File: src/rtl/wb_peripheral_bridge.sv
// Writeback-to-peripheral bridge: filters register writes by mask, queues them in a
// FIFO drained over valid/ready, and holds one inbound peripheral word in a mailbox.
module wb_peripheral_bridge #(
  parameter int          CORE         = 0,
  parameter int          DATA_WIDTH   = 32,
  parameter logic [31:0] REG_MASK     = 32'h03FC0200,
  parameter int          FIFO_DEPTH   = 4,
  parameter int          CHANNEL_BITS = 2,
  parameter int          OUT_CHANNEL  = 0,
  parameter int          CNT_WIDTH    = 16
) (
  input  logic                    clock,
  input  logic                    reset,
  input  logic                    write,
  input  logic [4:0]              write_reg,
  input  logic [DATA_WIDTH-1:0]   write_data,
  output logic [CHANNEL_BITS-1:0] to_peripheral,
  output logic [4:0]              to_peripheral_reg,
  output logic [DATA_WIDTH-1:0]   to_peripheral_data,
  output logic                    to_peripheral_valid,
  input  logic                    to_peripheral_ready,
  input  logic [CHANNEL_BITS-1:0] from_peripheral,
  input  logic [DATA_WIDTH-1:0]   from_peripheral_data,
  input  logic                    from_peripheral_valid,
  output logic                    from_peripheral_ready,
  output logic [CHANNEL_BITS-1:0] mbox_channel,
  output logic [DATA_WIDTH-1:0]   mbox_data,
  output logic                    mbox_valid,
  input  logic                    mbox_read,
  output logic [CNT_WIDTH-1:0]    sent_count,
  output logic [CNT_WIDTH-1:0]    drop_count,
  output logic                    overflow,
  input  logic                    report
);

  localparam int                      PW         = $clog2(FIFO_DEPTH);
  localparam int                      OW         = PW + 1;
  localparam logic [OW-1:0]           FULL_LEVEL = OW'(FIFO_DEPTH);
  localparam logic [CHANNEL_BITS-1:0] OUT_TAG    = CHANNEL_BITS'(OUT_CHANNEL);
  localparam logic [CNT_WIDTH-1:0]    CNT_ONE    = CNT_WIDTH'(1);

  logic [4:0]              reg_mem_r  [FIFO_DEPTH];
  logic [DATA_WIDTH-1:0]   data_mem_r [FIFO_DEPTH];
  logic [PW-1:0]           wr_ptr_r;
  logic [PW-1:0]           rd_ptr_r;
  logic [OW-1:0]           count_r;
  logic [CNT_WIDTH-1:0]    sent_count_r;
  logic [CNT_WIDTH-1:0]    drop_count_r;
  logic                    overflow_r;
  logic                    mbox_valid_r;
  logic [CHANNEL_BITS-1:0] mbox_channel_r;
  logic [DATA_WIDTH-1:0]   mbox_data_r;

  logic match_s;
  logic empty_s;
  logic full_s;
  logic pop_s;
  logic push_s;
  logic drop_s;
  logic mbox_load_s;
  logic mbox_clear_s;

  // Queue control: a full FIFO still accepts a push when the head leaves on the same edge.
  always_comb begin
    match_s      = 1'b0;
    empty_s      = 1'b0;
    full_s       = 1'b0;
    pop_s        = 1'b0;
    push_s       = 1'b0;
    drop_s       = 1'b0;
    mbox_load_s  = 1'b0;
    mbox_clear_s = 1'b0;
    match_s      = write && REG_MASK[write_reg] && (write_reg != 5'd0);
    empty_s      = (count_r == OW'(0));
    full_s       = (count_r == FULL_LEVEL);
    pop_s        = !empty_s && to_peripheral_ready;
    push_s       = match_s && (!full_s || pop_s);
    drop_s       = match_s && full_s && !pop_s;
    mbox_load_s  = from_peripheral_valid && !mbox_valid_r;
    mbox_clear_s = mbox_read && mbox_valid_r;
  end

  // Head-of-queue presentation; fields read as zero while nothing is queued.
  always_comb begin
    to_peripheral_valid = !empty_s;
    if (!empty_s) begin
      to_peripheral      = OUT_TAG;
      to_peripheral_reg  = reg_mem_r[rd_ptr_r];
      to_peripheral_data = data_mem_r[rd_ptr_r];
    end else begin
      to_peripheral      = {CHANNEL_BITS{1'b0}};
      to_peripheral_reg  = 5'd0;
      to_peripheral_data = {DATA_WIDTH{1'b0}};
    end
  end

  // Queue storage write port.
  always_ff @(posedge clock) begin
    if (push_s && !reset) begin
      reg_mem_r[wr_ptr_r]  <= write_reg;
      data_mem_r[wr_ptr_r] <= write_data;
    end
  end

  // Pointers, occupancy and statistics.
  always_ff @(posedge clock) begin
    if (reset) begin
      wr_ptr_r     <= PW'(0);
      rd_ptr_r     <= PW'(0);
      count_r      <= OW'(0);
      sent_count_r <= {CNT_WIDTH{1'b0}};
      drop_count_r <= {CNT_WIDTH{1'b0}};
      overflow_r   <= 1'b0;
    end else begin
      if (push_s) wr_ptr_r <= wr_ptr_r + PW'(1);
      if (pop_s)  rd_ptr_r <= rd_ptr_r + PW'(1);
      case ({push_s, pop_s})
        2'b10:   count_r <= count_r + OW'(1);
        2'b01:   count_r <= count_r - OW'(1);
        default: count_r <= count_r;
      endcase
      if (pop_s && !(&sent_count_r)) sent_count_r <= sent_count_r + CNT_ONE;
      if (drop_s && !(&drop_count_r)) drop_count_r <= drop_count_r + CNT_ONE;
      if (drop_s) overflow_r <= 1'b1;
    end
  end

  // Inbound mailbox; ready depends only on registered state, so no same-edge refill.
  always_ff @(posedge clock) begin
    if (reset) begin
      mbox_valid_r   <= 1'b0;
      mbox_channel_r <= {CHANNEL_BITS{1'b0}};
      mbox_data_r    <= {DATA_WIDTH{1'b0}};
    end else if (mbox_load_s) begin
      mbox_valid_r   <= 1'b1;
      mbox_channel_r <= from_peripheral;
      mbox_data_r    <= from_peripheral_data;
    end else if (mbox_clear_s) begin
      mbox_valid_r   <= 1'b0;
    end
  end

  assign from_peripheral_ready = !mbox_valid_r;
  assign mbox_valid            = mbox_valid_r;
  assign mbox_channel          = mbox_channel_r;
  assign mbox_data             = mbox_data_r;
  assign sent_count            = sent_count_r;
  assign drop_count            = drop_count_r;
  assign overflow              = overflow_r;

`ifndef SYNTHESIS
  // Simulation trace of accepted reports and on-demand statistics.
  always @(posedge clock) begin
    if (!reset && push_s)
      $display(" Core %0d Register %0d Value = %0d", CORE, write_reg, write_data);
    if (report)
      $display(" Core %0d report: sent=%0d dropped=%0d occupancy=%0d",
               CORE, sent_count_r, drop_count_r, count_r);
  end
`endif

endmodule

File: config.mk
export PLATFORM = sky130hd
export DESIGN_NAME = wb_peripheral_bridge
export DESIGN_NICKNAME = d
export VERILOG_FILES = /design/src/rtl/wb_peripheral_bridge.sv
export SDC_FILE = /design/constraint.sdc
export NUM_CORES = 1
export LEC_CHECK = 0
export BUFFER_PORTS_ARGS = -buffer_cell sky130_fd_sc_hd__buf_4
export CELL_PAD_IN_SITES_DETAIL_PLACEMENT = 1
export CELL_PAD_IN_SITES_GLOBAL_PLACEMENT = 1
export CORE_MARGIN = 10
export CORE_UTILIZATION = 40
export CTS_BUF_LIST = sky130_fd_sc_hd__clkbuf_8
export CTS_CLUSTER_SIZE = 14
export DETAILED_ROUTE_END_ITERATION = 8
export GPL_ROUTABILITY_DRIVEN = 0
export GPL_TIMING_DRIVEN = 1
export PLACE_DENSITY = 0.8
export SKIP_CTS_REPAIR_TIMING = 1
export SLEW_MARGIN = 15
export SYNTH_ARGS = -nofsm -noshare
export SYNTH_HDL_FRONTEND = slang
export SYNTH_SLANG_ARGS = --single-unit
File: constraint.sdc
create_clock -name clock -period 4.2 [get_ports clock]
set_clock_uncertainty 0.05 [all_clocks]
set_input_delay 0.21 -clock clock [delete_from_list [all_inputs] [get_ports clock]]
set_output_delay 0.21 -clock clock [all_outputs]
set_load 0.02 [all_outputs]
==> results.toml <==
[worst_setup_path]
r2r_cells = 4
worst_ep_arrival_time_ps = 2640
crit_path_top_delay_cell = "dfxtp_2"
r2r_setup_slack_ps = 1720
setup.worst_path.class = "reg2out"
crit_chain = "buf_4, mux4_2, nor2b_1, buf_4"
rr_endpoint = "data_mem_r[1][13]$_DFFE_PP_"
r2r_start = "count_r[0]$_SDFFE_PP0P_"
endpoint = "to_peripheral_data[7]"
cp-start-kind = "flip-flop"
cp_max_fo = 24
endpoint_kind = "output port"
crit_required_ps = 3940
worst_path_most_repeated_cell = "buf_4"
max_stage_delay_ps = 660

[synthesis]
synth_seq_cells = 225
synthCells = 651
yosysWarnings = 0
synthDistinctLibCells = 54
ys.flop_type = "edfxtp_1"
synth_seq_area_share = 0.666
avgSynthCellArea_um2 = 13.8
synthesis.area_mm2 = 0.00899
async_reset_ff_frac = 0
synth-edff-count = 148

[floorplanning]
coreArea_mm2 = 0.0220
row_count = 54
dieArea_mm2 = 0.0289
die_h_um = 170
die_x_um = 170
pin_count = 187
start_util = 0.410

[cts]
htreeDepth = 2
ctsRootBufferMaster = "clkbuf_8"
cts_max_path_buffers = 3
insertion_delay_ps = 520
cts_tree = "yes"
clock-sinks = 225
numCtsBuffers = 39
clk_pin_slew_ps = 60

[grt]
grt_pass1_vias = 6488
gr-usage-met2 = 0.255
grt_max_degree = 81
busiest_layer = "met2"
globalRouteOverflowTotal = 0
met1_usage = 0.171
grt_usage = 0.153
antenna_found_initial = 0
grt_use_met3 = 0.0757
grt_pass1_wl_mm = 35.3

[cells_and_area]
fillers = 2206
layout.nets = 1004
drive_above_1_share = 0.318
area_growth_pct = 34.9
design_area_mm2 = 0.0121
antennaDiodeCount = 0

[sta]
slew_viol_final = 0
tightest_slew_ps = 1060
final_hold_viol_count = 0
finalCriticalPeriod_ps = 2900
slew_headroom = 0.292
setup_viol = 0
clock.fmax_ghz = 0.344
fin_crit_sh = 0.691
rsz0062_at_grt = "no"
whs_ps = 123
totalNegativeSetupSlack_ps = 0

[outcome]
status = "completed"

[detailed_routing]
first_pass_iters = 4
drt_iter0_drc = 267
totalWireLength_mm = 24.4
drc = 0
vias = 6287
drtAntennaViolNets = 0
wl_per_cell_um = 19.8
detail_route.vias_per_cell = 5.12

[pwr]
power.density_mw_per_mm2 = 527
ir_drop_mv = 0.243
leakage_nw = 4.40

[place]
place_area_mm2 = 0.0106
io_buffers = 183
dpl.hpwl_mm = 15.1

[flow_run]
drv_cap = 0

[worst_hold_path]
hold_class = "in2reg"
## metal layers
metal | routed length (µm) | vias up
li1 | - | 2954
met1 | 9620 | 3083
met3 | 2490 | 30
met5 | 0 | -
met2 | 11900 | 220
met4 | 342 | 0
## logic make-up (layout without fill, tap and decap cells)
family	after synthesis	after routing	synth area share
other	1	2	0.000417
xor gates and xnor gates	20	20	0.0195
AOI/OAI and AO/OA	76	76	0.0497
and+or+nand+nor	238	238	0.137
buffers and inverters	44	341	0.0210
DFF	225	225	0.666
muxes	40	40	0.0964
adders and majority gates	7	7	0.0106
## worst min path at each step
stage | startpoint | endpoint | slack, ps | cells after the start
floorplan | write_data[0] | data_mem_r[0][0]$_DFFE_PP_ | 260 | 0
global placement | mbox_read | mbox_valid$_SDFFE_PP0P_ | 340 | 2
detailed placement | mbox_read | mbox_valid$_SDFFE_PP0P_ | 350 | 2
CTS | write_data[20] | data_mem_r[2][20]$_DFFE_PP_ | -200 | 1
global route | write | wr_ptr_r[1]$_SDFFE_PP0P_ | 130 | 5
finish | write | wr_ptr_r[1]$_SDFFE_PP0P_ | 120 | 5
## layout by cell type (no fill, tap or decap), drive strengths merged, types with 19 or more instances in the layout
cell and n:
a21oi 50, buf 187, clkbuf 48, dfxtp 77, dlygate4sd3 73, edfxtp 148, mux4 37, nand2 84
nor2 35, nor2b 41, xnor2 19
## synth_stat cells, types with 2 or more instances
library cell | instances | share of area
o31ai_1 | 4 | 0.0033
and2_1 | 6 | 0.0042
inv_1 | 10 | 0.0042
o21ai_0 | 6 | 0.0033
or4_1 | 4 | 0.0033
clkbuf_1 | 21 | 0.0088
nand4_1 | 8 | 0.0056
buf_1 | 3 | 0.0013
nand2_1 | 83 | 0.035
xnor2_1 | 19 | 0.019
and3_1 | 6 | 0.0042
a21oi_1 | 50 | 0.028
edfxtp_1 | 148 | 0.49
ha_1 | 6 | 0.0083
nor4_1 | 11 | 0.0077
nor3_1 | 14 | 0.0078
o41ai_1 | 2 | 0.0019
or3_1 | 5 | 0.0035
nand3_1 | 12 | 0.0067
and4_1 | 2 | 0.0019
mux2_2 | 3 | 0.0038
a211oi_1 | 3 | 0.0025
buf_2 | 7 | 0.0039
dfxtp_1 | 77 | 0.17
nor2_1 | 35 | 0.015
buf_4 | 2 | 0.0017
nor2b_1 | 41 | 0.029
mux4_2 | 37 | 0.093
## metrics by stage
step	power (W)	setup WS [ps]	instances	utilization
6_report	0.00639	1300	1229	0.553
4_1_cts	0.00641	1170	1156	0.519
3_3_place_gp	0.00437	1570	1085	0.483
3_5_place_dp	0.00442	1460	1085	0.483
2_1_floorplan	0.00368	1780	652	-
5_1_grt	0.00671	1060	1229	0.553
## state kept, by name (all words and copies together), names as in the netlist, named ones only
signal	cells
drop_count	16
count_r	3
mbox_data	32
data_mem_r	128
wr_ptr_r	2
mbox_channel	2
sent_count	16
rd_ptr_r	2
overflow	1
mbox_valid	1
reg_mem_r	20
## report_power, final
group / internal (W) / total (W) / leakage (nW) / switching (W)
combinational: 0.000842 / 0.00183 / 2.00 / 0.000993
sequential: 0.00244 / 0.00257 / 1.96 / 0.000130
clock: 0.00110 / 0.00199 / 0.434 / 0.000893
total: 0.00438 / 0.00639 / 4.40 / 0.00202
## worst max-delay path: cells and delay by family (launching register included)
kind | cells | cell delay, ps
buffers and inverters | 2 | 720
DFF | 1 | 660
and+or+nand+nor | 1 | 160
muxes | 1 | 580
## cell type report
class | instances | area [µm²] | share of cell area
repair buffers | 260 | 2130 | 0.176
clock buffers | 48 | 661 | 0.0544
multi-input cells | 383 | 2840 | 0.234
clock inverters | 23 | 129 | 0.0106
flip-flops and latches | 225 | 5990 | 0.493
well taps | 280 | 350 | 0.0289
inverters | 10 | 37.5 | 0.00309
Note: power is estimated with default switching activity, not from simulation.
